[config.mk]
export PLATFORM = sky130hd
export DESIGN_NAME = sram_mem_arbiter_flat
export DESIGN_NICKNAME = d
export VERILOG_FILES = /design/src/rtl/sram_mem_arbiter_pkg.sv /design/src/rtl/sram_mem_arbiter_if.sv /design/src/rtl/sram_mem_arbiter.sv /design/src/flat_wrapper.sv
export SDC_FILE = /design/constraint.sdc
export NUM_CORES = 1
export LEC_CHECK = 0
export CORE_AREA = 2 2 109 111
export DETAILED_ROUTE_END_ITERATION = 10
export DIE_AREA = 0 0 111 113
export GPL_TIMING_DRIVEN = 0
export PLACE_DENSITY_LB_ADDON = 0.05
export SLEW_MARGIN = 15
export SYNTH_ARGS = -nofsm -noshare
export SYNTH_HDL_FRONTEND = slang
export SYNTH_SLANG_ARGS = --single-unit
[constraint.sdc]
create_clock -name clk -period 1.6 [get_ports clk]
set_input_delay 0.32 -clock clk [delete_from_list [all_inputs] [get_ports clk]]
set_output_delay 0.32 -clock clk [all_outputs]
set_load 0.03 [all_outputs]
[src/rtl/sram_mem_arbiter_pkg.sv]
// Shared types for the SRAM-like memory arbiter: widths, FSM state and owner
// encodings, and the muxed memory command payload.
package sram_mem_arbiter_pkg;

    localparam int unsigned ADDR_W = 32;
    localparam int unsigned DATA_W = 32;
    localparam int unsigned STRB_W = DATA_W / 8;

    typedef enum logic {
        ST_IDLE = 1'b0,
        ST_WAIT = 1'b1
    } state_e;

    typedef enum logic {
        OWN_INST = 1'b0,
        OWN_DATA = 1'b1
    } owner_e;

    typedef struct packed {
        logic              wr;
        logic [STRB_W-1:0] wstrb;
        logic [ADDR_W-1:0] addr;
        logic [DATA_W-1:0] wdata;
    } mem_cmd_t;

endpackage

[src/rtl/sram_mem_arbiter_if.sv]
// Bus bundle between the CPU fetch/data ports, the arbiter and the memory.
// slave = arbiter view, master = CPU + memory environment view.
interface sram_mem_arbiter_if;
    import sram_mem_arbiter_pkg::*;

    logic              inst_req;
    logic [ADDR_W-1:0] inst_addr;
    logic              inst_addr_ok;
    logic              inst_data_ok;
    logic [DATA_W-1:0] inst_rdata;

    logic              data_req;
    logic              data_wr;
    logic [STRB_W-1:0] data_wstrb;
    logic [ADDR_W-1:0] data_addr;
    logic [DATA_W-1:0] data_wdata;
    logic              data_addr_ok;
    logic              data_data_ok;
    logic [DATA_W-1:0] data_rdata;

    logic              mem_req;
    logic              mem_wr;
    logic [STRB_W-1:0] mem_wstrb;
    logic [ADDR_W-1:0] mem_addr;
    logic [DATA_W-1:0] mem_wdata;
    logic              mem_ready;
    logic              mem_rvalid;
    logic [DATA_W-1:0] mem_rdata;

    modport slave (
        input  inst_req, inst_addr,
        output inst_addr_ok, inst_data_ok, inst_rdata,
        input  data_req, data_wr, data_wstrb, data_addr, data_wdata,
        output data_addr_ok, data_data_ok, data_rdata,
        output mem_req, mem_wr, mem_wstrb, mem_addr, mem_wdata,
        input  mem_ready, mem_rvalid, mem_rdata
    );

    modport master (
        output inst_req, inst_addr,
        input  inst_addr_ok, inst_data_ok, inst_rdata,
        output data_req, data_wr, data_wstrb, data_addr, data_wdata,
        input  data_addr_ok, data_data_ok, data_rdata,
        input  mem_req, mem_wr, mem_wstrb, mem_addr, mem_wdata,
        output mem_ready, mem_rvalid, mem_rdata
    );

endinterface

[src/rtl/sram_mem_arbiter.sv]
// Merges instruction-fetch and data SRAM-like ports onto one single-port memory
// channel with one outstanding transaction; data wins unless fetch is starving.
module sram_mem_arbiter
    import sram_mem_arbiter_pkg::*;
#(
    parameter int unsigned STARVE_LIMIT = 4
) (
    input  logic              clk,
    input  logic              reset,
    sram_mem_arbiter_if.slave bus,
    output logic              err
);

    localparam int unsigned      CNT_W   = $clog2(STARVE_LIMIT + 1);
    localparam logic [CNT_W-1:0] CNT_MAX = CNT_W'(STARVE_LIMIT);

    state_e           state;
    state_e           state_nxt;
    owner_e           owner;
    owner_e           gnt_c;
    owner_e           lock_owner;
    logic             lock_vld;
    logic [CNT_W-1:0] starve_cnt;
    logic             req_any_c;
    logic             accept_c;
    logic             stall_c;
    mem_cmd_t         cmd_c;

    assign req_any_c = bus.inst_req | bus.data_req;

    // Grant selection; a stalled request keeps its grant until memory takes it.
    always_comb begin
        gnt_c = OWN_INST;
        if (lock_vld) begin
            gnt_c = lock_owner;
        end else if (bus.data_req && !(bus.inst_req && starve_cnt == CNT_MAX)) begin
            gnt_c = OWN_DATA;
        end
    end

    // Next-state and handshake outputs.
    always_comb begin
        state_nxt        = state;
        accept_c         = 1'b0;
        stall_c          = 1'b0;
        cmd_c            = '0;
        bus.mem_req      = 1'b0;
        bus.inst_addr_ok = 1'b0;
        bus.inst_data_ok = 1'b0;
        bus.inst_rdata   = '0;
        bus.data_addr_ok = 1'b0;
        bus.data_data_ok = 1'b0;
        bus.data_rdata   = '0;

        case (state)
            ST_IDLE: begin
                if (req_any_c) begin
                    bus.mem_req = 1'b1;
                    if (gnt_c == OWN_DATA) begin
                        cmd_c = '{wr:    bus.data_wr,
                                  wstrb: bus.data_wstrb,
                                  addr:  bus.data_addr,
                                  wdata: bus.data_wdata};
                    end else begin
                        cmd_c.addr = bus.inst_addr;
                    end
                    if (bus.mem_ready) begin
                        accept_c  = 1'b1;
                        state_nxt = ST_WAIT;
                        if (gnt_c == OWN_DATA) begin
                            bus.data_addr_ok = 1'b1;
                        end else begin
                            bus.inst_addr_ok = 1'b1;
                        end
                    end else begin
                        stall_c = 1'b1;
                    end
                end
            end
            ST_WAIT: begin
                if (bus.mem_rvalid) begin
                    state_nxt = ST_IDLE;
                    if (owner == OWN_DATA) begin
                        bus.data_data_ok = 1'b1;
                        bus.data_rdata   = bus.mem_rdata;
                    end else begin
                        bus.inst_data_ok = 1'b1;
                        bus.inst_rdata   = bus.mem_rdata;
                    end
                end
            end
            default: state_nxt = ST_IDLE;
        endcase

        bus.mem_wr    = cmd_c.wr;
        bus.mem_wstrb = cmd_c.wstrb;
        bus.mem_addr  = cmd_c.addr;
        bus.mem_wdata = cmd_c.wdata;
    end

    // State, owner, grant lock, starvation counter and sticky stray-response error.
    always_ff @(posedge clk) begin
        if (reset) begin
            state      <= ST_IDLE;
            owner      <= OWN_INST;
            lock_vld   <= 1'b0;
            lock_owner <= OWN_INST;
            starve_cnt <= '0;
            err        <= 1'b0;
        end else begin
            state      <= state_nxt;
            lock_vld   <= stall_c;
            lock_owner <= gnt_c;
            if (accept_c) begin
                owner <= gnt_c;
            end
            if (!bus.inst_req || (accept_c && gnt_c == OWN_INST)) begin
                starve_cnt <= '0;
            end else if (accept_c && gnt_c == OWN_DATA && starve_cnt != CNT_MAX) begin
                starve_cnt <= starve_cnt + CNT_W'(1);
            end
            if (state == ST_IDLE && bus.mem_rvalid) begin
                err <= 1'b1;
            end
        end
    end

endmodule

[src/flat_wrapper.sv]
// flat-port wrapper written by rule: the top's interface ports become plain ports
module sram_mem_arbiter_flat import sram_mem_arbiter_pkg::*;
#(
    parameter int unsigned STARVE_LIMIT = 4
)
  (clk, reset, err, bus_inst_req, bus_inst_addr, bus_inst_addr_ok, bus_inst_data_ok, bus_inst_rdata, bus_data_req, bus_data_wr, bus_data_wstrb, bus_data_addr, bus_data_wdata, bus_data_addr_ok, bus_data_data_ok, bus_data_rdata, bus_mem_req, bus_mem_wr, bus_mem_wstrb, bus_mem_addr, bus_mem_wdata, bus_mem_ready, bus_mem_rvalid, bus_mem_rdata);
  sram_mem_arbiter_if bus_i ();
  input  logic clk;
  input  logic reset;
  output logic err;
  input wire logic [$bits(bus_i.inst_req)-1:0] bus_inst_req;
  input wire logic [$bits(bus_i.inst_addr)-1:0] bus_inst_addr;
  output wire logic [$bits(bus_i.inst_addr_ok)-1:0] bus_inst_addr_ok;
  output wire logic [$bits(bus_i.inst_data_ok)-1:0] bus_inst_data_ok;
  output wire logic [$bits(bus_i.inst_rdata)-1:0] bus_inst_rdata;
  input wire logic [$bits(bus_i.data_req)-1:0] bus_data_req;
  input wire logic [$bits(bus_i.data_wr)-1:0] bus_data_wr;
  input wire logic [$bits(bus_i.data_wstrb)-1:0] bus_data_wstrb;
  input wire logic [$bits(bus_i.data_addr)-1:0] bus_data_addr;
  input wire logic [$bits(bus_i.data_wdata)-1:0] bus_data_wdata;
  output wire logic [$bits(bus_i.data_addr_ok)-1:0] bus_data_addr_ok;
  output wire logic [$bits(bus_i.data_data_ok)-1:0] bus_data_data_ok;
  output wire logic [$bits(bus_i.data_rdata)-1:0] bus_data_rdata;
  output wire logic [$bits(bus_i.mem_req)-1:0] bus_mem_req;
  output wire logic [$bits(bus_i.mem_wr)-1:0] bus_mem_wr;
  output wire logic [$bits(bus_i.mem_wstrb)-1:0] bus_mem_wstrb;
  output wire logic [$bits(bus_i.mem_addr)-1:0] bus_mem_addr;
  output wire logic [$bits(bus_i.mem_wdata)-1:0] bus_mem_wdata;
  input wire logic [$bits(bus_i.mem_ready)-1:0] bus_mem_ready;
  input wire logic [$bits(bus_i.mem_rvalid)-1:0] bus_mem_rvalid;
  input wire logic [$bits(bus_i.mem_rdata)-1:0] bus_mem_rdata;
  assign bus_i.inst_req = bus_inst_req;
  assign bus_i.inst_addr = bus_inst_addr;
  assign bus_inst_addr_ok = bus_i.inst_addr_ok;
  assign bus_inst_data_ok = bus_i.inst_data_ok;
  assign bus_inst_rdata = bus_i.inst_rdata;
  assign bus_i.data_req = bus_data_req;
  assign bus_i.data_wr = bus_data_wr;
  assign bus_i.data_wstrb = bus_data_wstrb;
  assign bus_i.data_addr = bus_data_addr;
  assign bus_i.data_wdata = bus_data_wdata;
  assign bus_data_addr_ok = bus_i.data_addr_ok;
  assign bus_data_data_ok = bus_i.data_data_ok;
  assign bus_data_rdata = bus_i.data_rdata;
  assign bus_mem_req = bus_i.mem_req;
  assign bus_mem_wr = bus_i.mem_wr;
  assign bus_mem_wstrb = bus_i.mem_wstrb;
  assign bus_mem_addr = bus_i.mem_addr;
  assign bus_mem_wdata = bus_i.mem_wdata;
  assign bus_i.mem_ready = bus_mem_ready;
  assign bus_i.mem_rvalid = bus_mem_rvalid;
  assign bus_i.mem_rdata = bus_mem_rdata;
  sram_mem_arbiter #(.STARVE_LIMIT(STARVE_LIMIT)) u_core (.clk(clk), .reset(reset), .bus(bus_i), .err(err));
endmodule
=== After elaboration in Yosys (flattened, before gate mapping) ===
Index checks and enable logic that the tools add are counted.
W data, S select, Z words.

* Register bits: 8
* Input port bits: 139
* Output and inout port bits: 139
* Logic and storage cells: 59

* Add/subtract/negate cells: 1
* Eq/ne operators: 2
* Muxes and demuxes: 35
* Bitwise gates (word level): 4
* Reductions and logical operators: 11

{| class="wikitable"
|+ Operators with widths
! kind !! count
|-
| $mux W32 || 8
|-
| $mux W69 || 2
|-
| $mux W1 || 23
|-
| $logic_and A1 B1 Y1 || 6
|-
| $mux W5 || 1
|-
| $add A3 B1 Y3 const B || 1
|-
| $eq A3 B3 Y1 const B || 1
|-
| $ne A3 B3 Y1 const B || 1
|-
| $not A1 Y1 || 3
|-
| $reduce_or A3 Y1 || 1
|-
| $logic_not A1 Y1 || 2
|-
| $pmux W1 S2 || 1
|-
| $reduce_or A2 Y1 || 1
|-
| $logic_or A1 B1 Y1 || 1
|-
| $or A1 B1 Y1 || 1
|}

=== Longest topological paths before layout ===
Gate-level depths: netlist of the first run.

* Depth in word-level cells: 10
* Depth in mapped cells: 8

=== Worst setup path before layout of the first run ===
OpenSTA, ideal clock, no wires.

* Kind: register to output
* Start point: register u_core.starve_cnt[0]
* End point: output bus_mem_addr[10]
* Data arrival time: 1777 ps
* Required time: 1280 ps
* Path slack: -497 ps
* Cell stages (with the launch flop): 8
* Cells stage by stage: dfxtp_1 -> inv_1 -> ha_1 -> and3_1 -> o21ai_2 -> buf_2 -> nand2_1 -> a21oi_1

* Word-level cells in the longest chain between the ends: 9

{| class="wikitable"
|+ Ends and longest elaborated chain
! what !! line !! text
|-
| from (decl) || sram_mem_arbiter.sv:23 || <nowiki>logic [CNT_W-1:0] starve_cnt;</nowiki>
|-
| from (signal assigned) || sram_mem_arbiter.sv:120 || <nowiki>starve_cnt <= starve_cnt + CNT_W'(1);</nowiki>
|-
| $eq A3 B3 Y1 || sram_mem_arbiter.sv:36 || <nowiki>end else if (bus.data_req && !(bus.inst_req && starve_cnt == CNT_MAX)) begin</nowiki>
|-
| $logic_and A1 B1 Y1 || sram_mem_arbiter.sv:36 ||
|-
| $logic_not A1 Y1 || sram_mem_arbiter.sv:36 ||
|-
| $logic_and A1 B1 Y1 || sram_mem_arbiter.sv:36 ||
|-
| $mux W1 || sram_mem_arbiter.sv:36 ||
|-
| $mux W1 || sram_mem_arbiter.sv:34 || <nowiki>if (lock_vld) begin</nowiki>
|-
| $mux W32 || sram_mem_arbiter.sv:59 || <nowiki>if (gnt_c == OWN_DATA) begin</nowiki>
|-
| $mux W69 || sram_mem_arbiter.sv:57 || <nowiki>if (req_any_c) begin</nowiki>
|-
| $mux W69 || sram_mem_arbiter.sv:55 || <nowiki>case (state)</nowiki>
|-
| to (decl) || flat_wrapper.sv:27 || <nowiki>output wire logic [$bits(bus_i.mem_addr)-1:0] bus_mem_addr;</nowiki>
|}

Every way passes these cells.

=== Worst setup path in the final report of the first run ===
* Start point: register u_core.starve_cnt[0]
* End point: output bus_mem_addr[4]

The elaborated chain is that of the path after synthesis.

==> impl_metrics.prom, run 1 <==
# TYPE chip_impl_metric gauge
chip_impl_info{name="worst_hold_class",value="in2reg"} 1
chip_impl_metric{name="ys_seq_area_frac",unit=""} 0.102
chip_impl_metric{name="synth.avg_cell_area",unit="sq um"} 5.78
chip_impl_metric{name="ant_nets",unit=""} 0
chip_impl_metric{name="number_of_failing_setup_endpoints_in_the_final_timing_report",unit=""} 103
chip_impl_metric{name="required",unit="ns"} 1.28
chip_impl_metric{name="layout.area.seq",unit="sq um"} 170
chip_impl_metric{name="area.growth.synth_to_final",unit="%"} 312
chip_impl_metric{name="grtUsageTotal",unit=""} 0.157
chip_impl_metric{name="internal_power",unit="W"} 0.00164
chip_impl_metric{name="h-tree-depth",unit=""} 1
chip_impl_metric{name="core",unit="sq um"} 11300
chip_impl_metric{name="drive_gt1_frac",unit=""} 0.681
chip_impl_metric{name="final_core_util",unit=""} 0.572
chip_impl_metric{name="worstPathMaxFanout",unit=""} 7
chip_impl_metric{name="die_w",unit="microns"} 111
chip_impl_info{name="busiest_layer",value="met2"} 1
chip_impl_metric{name="number_of_antenna_violations_at_the_first_check_in_global_routing",unit=""} 0
chip_impl_info{name="ctsRootBufferMaster",value="sky130_fd_sc_hd__clkbuf_16"} 1
chip_impl_metric{name="num_vias",unit=""} 3138
chip_impl_metric{name="groute.layer.met1.usage",unit=""} 0.164
chip_impl_metric{name="layout.nets",unit=""} 723
chip_impl_metric{name="power_density",unit="nW/um^2"} 424
chip_impl_metric{name="place_congestion",unit=""} 0.761
chip_impl_metric{name="layout_min_cycle_time",unit="ns"} 2.11
chip_impl_info{name="hold_startpoint",value="bus_mem_rvalid"} 1
chip_impl_metric{name="synth-edff-count",unit=""} 0
chip_impl_metric{name="power_switching",unit="W"} 0.00110
chip_impl_info{name="yosys.cell_count.top_type",value="sky130_fd_sc_hd__nand2_1"} 1
chip_impl_info{name="post_synth_most_frequent_cells",value="sky130_fd_sc_hd__nand2_1 (66), sky130_fd_sc_hd__and2_1 (65), sky130_fd_sc_hd__and3_1 (39)"} 1
chip_impl_metric{name="ys_seq_elements",unit=""} 8
chip_impl_metric{name="cts.sinks",unit=""} 8
chip_impl_metric{name="grt_overflow_total",unit=""} 0
chip_impl_info{name="critPathCaptureType",value="primary output"} 1
chip_impl_info{name="failed_checks",value="setup timing"} 1
chip_impl_info{name="synthFlopType",value="sky130_fd_sc_hd__dfxtp_1"} 1
chip_impl_metric{name="synth_cells",unit=""} 271
chip_impl_info{name="unrepaired_setup_endpoints_after_global_routing",value="true"} 1
chip_impl_metric{name="floorplan.rows",unit=""} 39
chip_impl_metric{name="power.share.combinational",unit=""} 0.766
chip_impl_metric{name="synth_cell_area",unit="sq um"} 1570
chip_impl_metric{name="effective_utilization_at_floorplan",unit=""} 0.139
chip_impl_metric{name="initialDrtViolationCount",unit=""} 81
chip_impl_metric{name="grt_first_pass_wirelength",unit="microns"} 16300
chip_impl_metric{name="remaining_drc_errors",unit=""} 0
chip_impl_metric{name="max-clock-path-buffers",unit=""} 2
chip_impl_metric{name="worst_relative_slew_slack",unit=""} 0.539
chip_impl_metric{name="cts_inserted_buffers",unit=""} 3
chip_impl_metric{name="synth_top_cell_area_share",unit=""} 0.260
chip_impl_info{name="crit_path_start_kind",value="register"} 1
chip_impl_info{name="criticalPathCategory",value="reg2out"} 1
chip_impl_info{name="netlist.top_cell.by_area",value="sky130_fd_sc_hd__and2_1"} 1
chip_impl_metric{name="worst_pin_slew",unit="ns"} 0.687
chip_impl_metric{name="sequentialPowerShare",unit=""} 0.081
chip_impl_metric{name="dpl.cell_count",unit=""} 691
chip_impl_metric{name="postSynth.asyncResetShare",unit=""} 0
chip_impl_metric{name="drv_cap",unit=""} 0
chip_impl_metric{name="first_pass_drt_iterations",unit=""} 4
chip_impl_metric{name="yosys_warnings",unit=""} 0
chip_impl_metric{name="met3_usage",unit=""} 0.0578
chip_impl_metric{name="arrival",unit="ns"} 1.79
chip_impl_info{name="worstReg2RegStart",value="u_core.starve_cnt[0]"} 1
chip_impl_info{name="top_post_synthesis_cells_by_area",value="sky130_fd_sc_hd__and2_1 (26%), sky130_fd_sc_hd__nand2_1 (16%), sky130_fd_sc_hd__and3_1 (16%)"} 1
chip_impl_metric{name="grt_start_max_net_pins",unit=""} 11
chip_impl_metric{name="grt_pass1_vias",unit=""} 3082
chip_impl_metric{name="total_of_fill_cells_in_the_finished_design",unit=""} 1018
chip_impl_info{name="cts_tree",value="done"} 1
chip_impl_metric{name="clkTransAtPathRegs",unit="ns"} 0.04
chip_impl_metric{name="power.total",unit="W"} 0.00274
chip_impl_info{name="outcome",value="finished with violations"} 1
chip_impl_metric{name="clkPwrFrac",unit=""} 0.153
chip_impl_metric{name="final_cells",unit=""} 723
chip_impl_metric{name="finalSetupTns",unit="ns"} -35.02
chip_impl_metric{name="final.setup.worst_slack",unit="ns"} -0.507
chip_impl_metric{name="pin_count",unit=""} 278
chip_impl_metric{name="final.setup_skew",unit="ns"} 0.000471
chip_impl_metric{name="final-hold-violation-count",unit=""} 0
chip_impl_metric{name="slew_viol_final",unit=""} 0
chip_impl_metric{name="achievable-frequency",unit="GHz"} 0.475
chip_impl_metric{name="dp_hpwl",unit="microns"} 8510
chip_impl_metric{name="grt.met2_usage",unit=""} 0.312
chip_impl_metric{name="mappedNetlistNets",unit=""} 412
chip_impl_metric{name="vdd_ir_drop_max",unit="mV"} 0.304
chip_impl_metric{name="routed_via_density",unit=""} 4.34
chip_impl_metric{name="period_share",unit=""} 1.32
chip_impl_metric{name="portBuffers",unit=""} 277
chip_impl_metric{name="synthDistinctLibCells",unit=""} 27
chip_impl_info{name="critPathLaunch",value="u_core.starve_cnt[0]"} 1
chip_impl_metric{name="area_occupied_by_multi_input_gates",unit="sq um"} 2330
chip_impl_metric{name="antennaDiodeCount",unit=""} 0
chip_impl_metric{name="wl_per_cell",unit="microns"} 15.5
chip_impl_metric{name="clock_latency",unit="ns"} 0.23
chip_impl_metric{name="sw_frac_of_total",unit=""} 0.401
chip_impl_metric{name="die_area",unit="sq um"} 12500
chip_impl_metric{name="die_height",unit="microns"} 113
chip_impl_metric{name="power.static_leakage",unit="nW"} 2.80
chip_impl_metric{name="totalWireLength",unit="microns"} 11200
## path summary, 6_finish.rpt
check | slack [ns] | cells after the start | end
worst max register to register | -0.01 | 8 | u_core.starve_cnt[2]
worst min register to register | 0.48 | 2 | u_core.err
worst max-delay path | -0.51 | 10 | bus_mem_addr[4]
worst min-delay path | 0.46 | 3 | u_core.err
## state kept, by name, summed over array words and instances (netlist names)
signal	cells
u_core.err	1
u_core.lock_owner	1
u_core.lock_vld	1
u_core.owner	1
u_core.starve_cnt	3
u_core.state	1
## worst max-delay path, stage by stage (launching register included)
cell and delay, ns:
sky130_fd_sc_hd__dfxtp_2 0.32, sky130_fd_sc_hd__inv_2 0.06, sky130_fd_sc_hd__ha_4 0.13, sky130_fd_sc_hd__and3_4 0.19
sky130_fd_sc_hd__o21a_1 0.12, sky130_fd_sc_hd__buf_6 0.15, sky130_fd_sc_hd__buf_6 0.13, sky130_fd_sc_hd__buf_16 0.13
sky130_fd_sc_hd__nand2_4 0.05, sky130_fd_sc_hd__a21oi_4 0.11, sky130_fd_sc_hd__buf_6 0.15
## cell families after synthesis
group | Yosys count | synth area share
XOR/XNOR | 1 | 0.00559
AO/OA/AOI/OAI | 41 | 0.141
flip-flops | 8 | 0.102
buffers and inverters | 28 | 0.0767
multiplexers | 2 | 0.0128
AND/OR/NAND/NOR | 189 | 0.645
adder cells (fa/ha/maj) | 2 | 0.0160
## area by class of cell
| cell class | instances | share of cell area |
|---|---|---|
| repair buffers | 306 | 0.519 |
| multi-input cells | 236 | 0.362 |
| plain buffers | 23 | 0.0506 |
| well taps | 143 | 0.0277 |
| flip-flops and latches | 8 | 0.0264 |
| clock buffers | 3 | 0.0116 |
| inverters | 4 | 0.00233 |
## power groups by stage
| stage | sequential (W) | combinational, W | clock, W |
|---|---|---|---|
| 2_1_floorplan | 0.000224 | 0.000943 | 0 |
| 3_3_place_gp | 0.000221 | 0.00172 | 0 |
| 3_5_place_dp | 0.000222 | 0.00173 | 0 |
| 4_1_cts | 0.000221 | 0.00198 | 0.000430 |
| 5_1_grt | 0.000223 | 0.00221 | 0.000436 |
| 6_report | 0.000221 | 0.00210 | 0.000419 |
## cells in the final DEF (no fill, tap or decap), types with 9 or more instances in the layout
cell / instances
sky130_fd_sc_hd__buf_8: 12
sky130_fd_sc_hd__nand2_2: 23
sky130_fd_sc_hd__and2_4: 59
sky130_fd_sc_hd__nand2_1: 14
sky130_fd_sc_hd__a21oi_4: 32
sky130_fd_sc_hd__buf_4: 9
sky130_fd_sc_hd__buf_6: 141
sky130_fd_sc_hd__clkbuf_16: 11
sky130_fd_sc_hd__nand2_4: 29
sky130_fd_sc_hd__and3_4: 40
sky130_fd_sc_hd__clkdlybuf4s50_1: 136
## per-stage QoR
step | setup slack (ns) | instance area (sq um) | hold WS, ns
2_1_floorplan | -0.161 | 2310 | 0.389
3_3_place_gp | -1.50 | 5260 | 0.455
3_5_place_dp | -1.53 | 5260 | 0.467
4_1_cts | -0.521 | 5830 | 0.476
5_1_grt | -0.591 | 6450 | 0.476
6_report | -0.507 | 6450 | 0.458
## metal layers
metal,wire [microns],vias up
li1,-,1508
met1,3760,1477
met2,6370,145
met3,954,8
met4,98,0
met5,0,-
## repair_timing
item | 4_1_cts | 5_1_grt
setup buffers | 14 | 4
hold buffers | 0 | 0
endpoints found under the setup margin | 141 | 139
pin swaps | 35 | 50
cloned | 4 | 9
resized for setup | 989 | 171
(Power assumes the default switching activity.)
==> run 2: changes to the inputs <==
--- a/config.mk
+++ b/config.mk
@@ -5,9 +5,9 @@
 export SDC_FILE = /design/constraint.sdc
 export NUM_CORES = 1
 export LEC_CHECK = 0
-export CORE_AREA = 2 2 109 111
+export CORE_AREA = 3 3 107 109
 export DETAILED_ROUTE_END_ITERATION = 10
-export DIE_AREA = 0 0 111 113
+export DIE_AREA = 0 0 110 112
 export GPL_TIMING_DRIVEN = 0
 export PLACE_DENSITY_LB_ADDON = 0.05
 export SLEW_MARGIN = 15
==> impl_metrics.prom, run 2 (same netlist as run 1, synthesis figures left out) <==
# TYPE chip_impl_metric gauge
chip_impl_metric{name="layout.area.seq",unit="sq um"} 166
chip_impl_metric{name="hold_buffers",unit=""} 0
chip_impl_info{name="most-common-layout-cells",value="sky130_fd_sc_hd__buf_6 (156), sky130_fd_sc_hd__clkdlybuf4s50_1 (136), sky130_fd_sc_hd__and2_4 (64)"} 1
chip_impl_info{name="critical_path.cell_chain",value="inv_2 > ha_4 > and3_4 > o21ai_4 > buf_8 > clkbuf_16 > nand2_1 > a21oi_4 > buf_6"} 1
chip_impl_metric{name="largest_register_ff_count",unit=""} 3
chip_impl_metric{name="final-hold-violation-count",unit=""} 0
chip_impl_metric{name="h-tree-depth",unit=""} 1
chip_impl_metric{name="max_stage_delay",unit="ns"} 0.33
chip_impl_metric{name="die_area",unit="sq um"} 12300
chip_impl_metric{name="grt_pass1_vias",unit=""} 3248
chip_impl_metric{name="worst_pin_slew",unit="ns"} 0.558
chip_impl_metric{name="cts.sinks",unit=""} 8
chip_impl_metric{name="core",unit="sq um"} 10700
chip_impl_info{name="mostFrequentLayoutCell",value="sky130_fd_sc_hd__buf_6"} 1
chip_impl_metric{name="antennaDiodeCount",unit=""} 0
chip_impl_info{name="hold_startpoint",value="u_core.err"} 1
chip_impl_metric{name="drive_gt1_frac",unit=""} 0.683
chip_impl_metric{name="clock_latency",unit="ns"} 0.23
chip_impl_metric{name="power_density",unit="nW/um^2"} 393
chip_impl_info{name="worst_hold_class",value="reg2reg"} 1
chip_impl_metric{name="pin_count",unit=""} 278
chip_impl_metric{name="die_w",unit="microns"} 110
chip_impl_info{name="worstReg2RegStart",value="u_core.starve_cnt[1]"} 1
chip_impl_metric{name="final_core_util",unit=""} 0.603
chip_impl_metric{name="number_of_antenna_violations_at_the_first_check_in_global_routing",unit=""} 0
chip_impl_metric{name="die_height",unit="microns"} 112
chip_impl_metric{name="finalSetupTns",unit="ns"} -45.53
chip_impl_metric{name="cts_inserted_buffers",unit=""} 3
chip_impl_metric{name="wl_per_cell",unit="microns"} 15.1
chip_impl_metric{name="drv_cap",unit=""} 0
chip_impl_info{name="outcome",value="finished with violations"} 1
chip_impl_info{name="hold-path-endpoint",value="u_core.err"} 1
chip_impl_metric{name="setup.reg_to_reg.worst_slack",unit="ns"} -0.03
chip_impl_metric{name="layout_min_cycle_time",unit="ns"} 2.10
chip_impl_metric{name="worstPathMaxFanout",unit=""} 6
chip_impl_metric{name="power.total",unit="W"} 0.00254
chip_impl_info{name="criticalPathCategory",value="reg2out"} 1
chip_impl_metric{name="postLayoutCellArea",unit="sq um"} 6450
chip_impl_metric{name="period_share",unit=""} 1.31
chip_impl_info{name="cts_tree",value="done"} 1
chip_impl_info{name="register_with_the_highest_flop_count",value="u_core.starve_cnt"} 1
chip_impl_metric{name="final.setup.worst_slack",unit="ns"} -0.502
chip_impl_metric{name="max-clock-path-buffers",unit=""} 2
chip_impl_metric{name="post_dp_cell_area",unit="sq um"} 5260
chip_impl_metric{name="ant_nets",unit=""} 0
chip_impl_metric{name="pre_cts_ws",unit="ns"} -1.54
chip_impl_metric{name="routed_via_density",unit=""} 4.25
chip_impl_metric{name="totalWireLength",unit="microns"} 11000
chip_impl_metric{name="arrival",unit="ns"} 1.78
chip_impl_metric{name="num_vias",unit=""} 3118
chip_impl_metric{name="layout.nets",unit=""} 736
chip_impl_metric{name="portBuffers",unit=""} 277
chip_impl_metric{name="achievable-frequency",unit="GHz"} 0.476
chip_impl_metric{name="vdd_ir_drop_max",unit="mV"} 0.283
chip_impl_metric{name="first_pass_drt_iterations",unit=""} 4
chip_impl_metric{name="dp_hpwl",unit="microns"} 8570
chip_impl_info{name="crit_path_start_kind",value="register"} 1
chip_impl_metric{name="worst_relative_slew_slack",unit=""} 0.628
chip_impl_metric{name="area.growth.synth_to_final",unit="%"} 312
chip_impl_info{name="unrepaired_setup_endpoints_after_global_routing",value="true"} 1
chip_impl_info{name="critPathCaptureType",value="primary output"} 1
chip_impl_info{name="ctsRootBufferMaster",value="sky130_fd_sc_hd__clkbuf_8"} 1
chip_impl_info{name="cp_top_family",value="buffers and inverters"} 1
chip_impl_metric{name="total_of_fill_cells_in_the_finished_design",unit=""} 937
chip_impl_metric{name="required",unit="ns"} 1.28
chip_impl_metric{name="effective_utilization_at_floorplan",unit=""} 0.146
chip_impl_metric{name="initialDrtViolationCount",unit=""} 73
chip_impl_metric{name="area_occupied_by_multi_input_gates",unit="sq um"} 2280
chip_impl_metric{name="grt_start_max_net_pins",unit=""} 11
chip_impl_info{name="timing.rr.end",value="u_core.starve_cnt[2]"} 1
chip_impl_metric{name="floorplan.rows",unit=""} 38
chip_impl_info{name="critPathSlowestCell",value="sky130_fd_sc_hd__dfxtp_2"} 1
chip_impl_metric{name="number_of_failing_setup_endpoints_in_the_final_timing_report",unit=""} 137
chip_impl_metric{name="place_congestion",unit=""} 0.742
chip_impl_metric{name="remaining_drc_errors",unit=""} 0
chip_impl_metric{name="grt_overflow_total",unit=""} 0
chip_impl_info{name="failed_checks",value="setup timing"} 1
chip_impl_metric{name="timing.hold.worst_path_depth",unit=""} 2
chip_impl_metric{name="grtUsageTotal",unit=""} 0.164
chip_impl_metric{name="slew_viol_final",unit=""} 0
chip_impl_metric{name="r2r.worst_path.cells",unit=""} 8
chip_impl_metric{name="final.setup_skew",unit="ns"} 0.00215
chip_impl_metric{name="grt_first_pass_wirelength",unit="microns"} 16300
chip_impl_metric{name="clkTransAtPathRegs",unit="ns"} 0.04
chip_impl_metric{name="power.static_leakage",unit="nW"} 2.80
chip_impl_metric{name="sum_of_buffers_and_inverters_on_the_critical_path",unit=""} 4
==> run 2: report_power, final <==
| part | switching (W) | total [W] | internal, W |
|---|---|---|---|
| Combinational | 0.000971 | 0.00207 | 0.00110 |
| Sequential | 0.00000862 | 0.000219 | 0.000210 |
| Clock | 0.0000794 | 0.000242 | 0.000163 |
==> run 2: final cells by class <==
cell class	count	share of cell area
Buffer	21	0.0457
Clock buffer	3	0.00640
Inverter	4	0.00233
Multi-Input combinational cell	235	0.353
Sequential cell	8	0.0258
Tap cell	140	0.0271
Timing Repair Buffer	322	0.540
==> run 2: worst reg2reg max path, delay by kind of cell, from the launching register on <==
family / cells / cell delay, ns
compound gates: 2 / 0.27
fa+ha+maj: 1 / 0.15
buf+inv: 3 / 0.32
flops: 1 / 0.33
simple gates: 2 / 0.43
==> run 2: worst max path at each step <==
| stage | depth (start not counted) | slack, ns | endpoint | startpoint |
|---|---|---|---|---|
| 2_1_floorplan | 7 | -0.16 | bus_mem_addr[10] | u_core.starve_cnt[0] |
| 3_5_place_dp | 7 | -1.54 | bus_mem_wdata[8] | bus_inst_req |
| 5_1_grt | 9 | -0.57 | bus_mem_addr[29] | u_core.starve_cnt[1] |
| 6_report | 9 | -0.50 | bus_mem_addr[31] | u_core.starve_cnt[1] |
| 4_1_cts | 9 | -0.50 | bus_mem_addr[21] | u_core.starve_cnt[1] |
| 3_3_place_gp | 7 | -1.49 | bus_mem_wdata[8] | bus_inst_req |
==> run 2: what timing repair did <==
item                                    in CTS  in global routing
gates cloned                                 6                  3
pin swaps                                   23                 47
setup buffers                               26                 12
resized for setup                         1080                 85
endpoints found under the setup margin     141                140
==> run 2: per-stage QoR <==
step,hold slack (ns),std cells
floorplan,0.389,271
global placement,0.458,688
detailed placement,0.468,688
CTS,0.478,723
global route,0.513,733
finish,0.476,733
==> run 2: routing by layer <==
metal	GRT usage	vias up	share of wire
met2	0.328	145	0.56
met3	0.0591	6	0.10
met5	0	-	0
li1	-	1535	-
met1	0.162	1432	0.33
met4	0.0191	0	0.0073
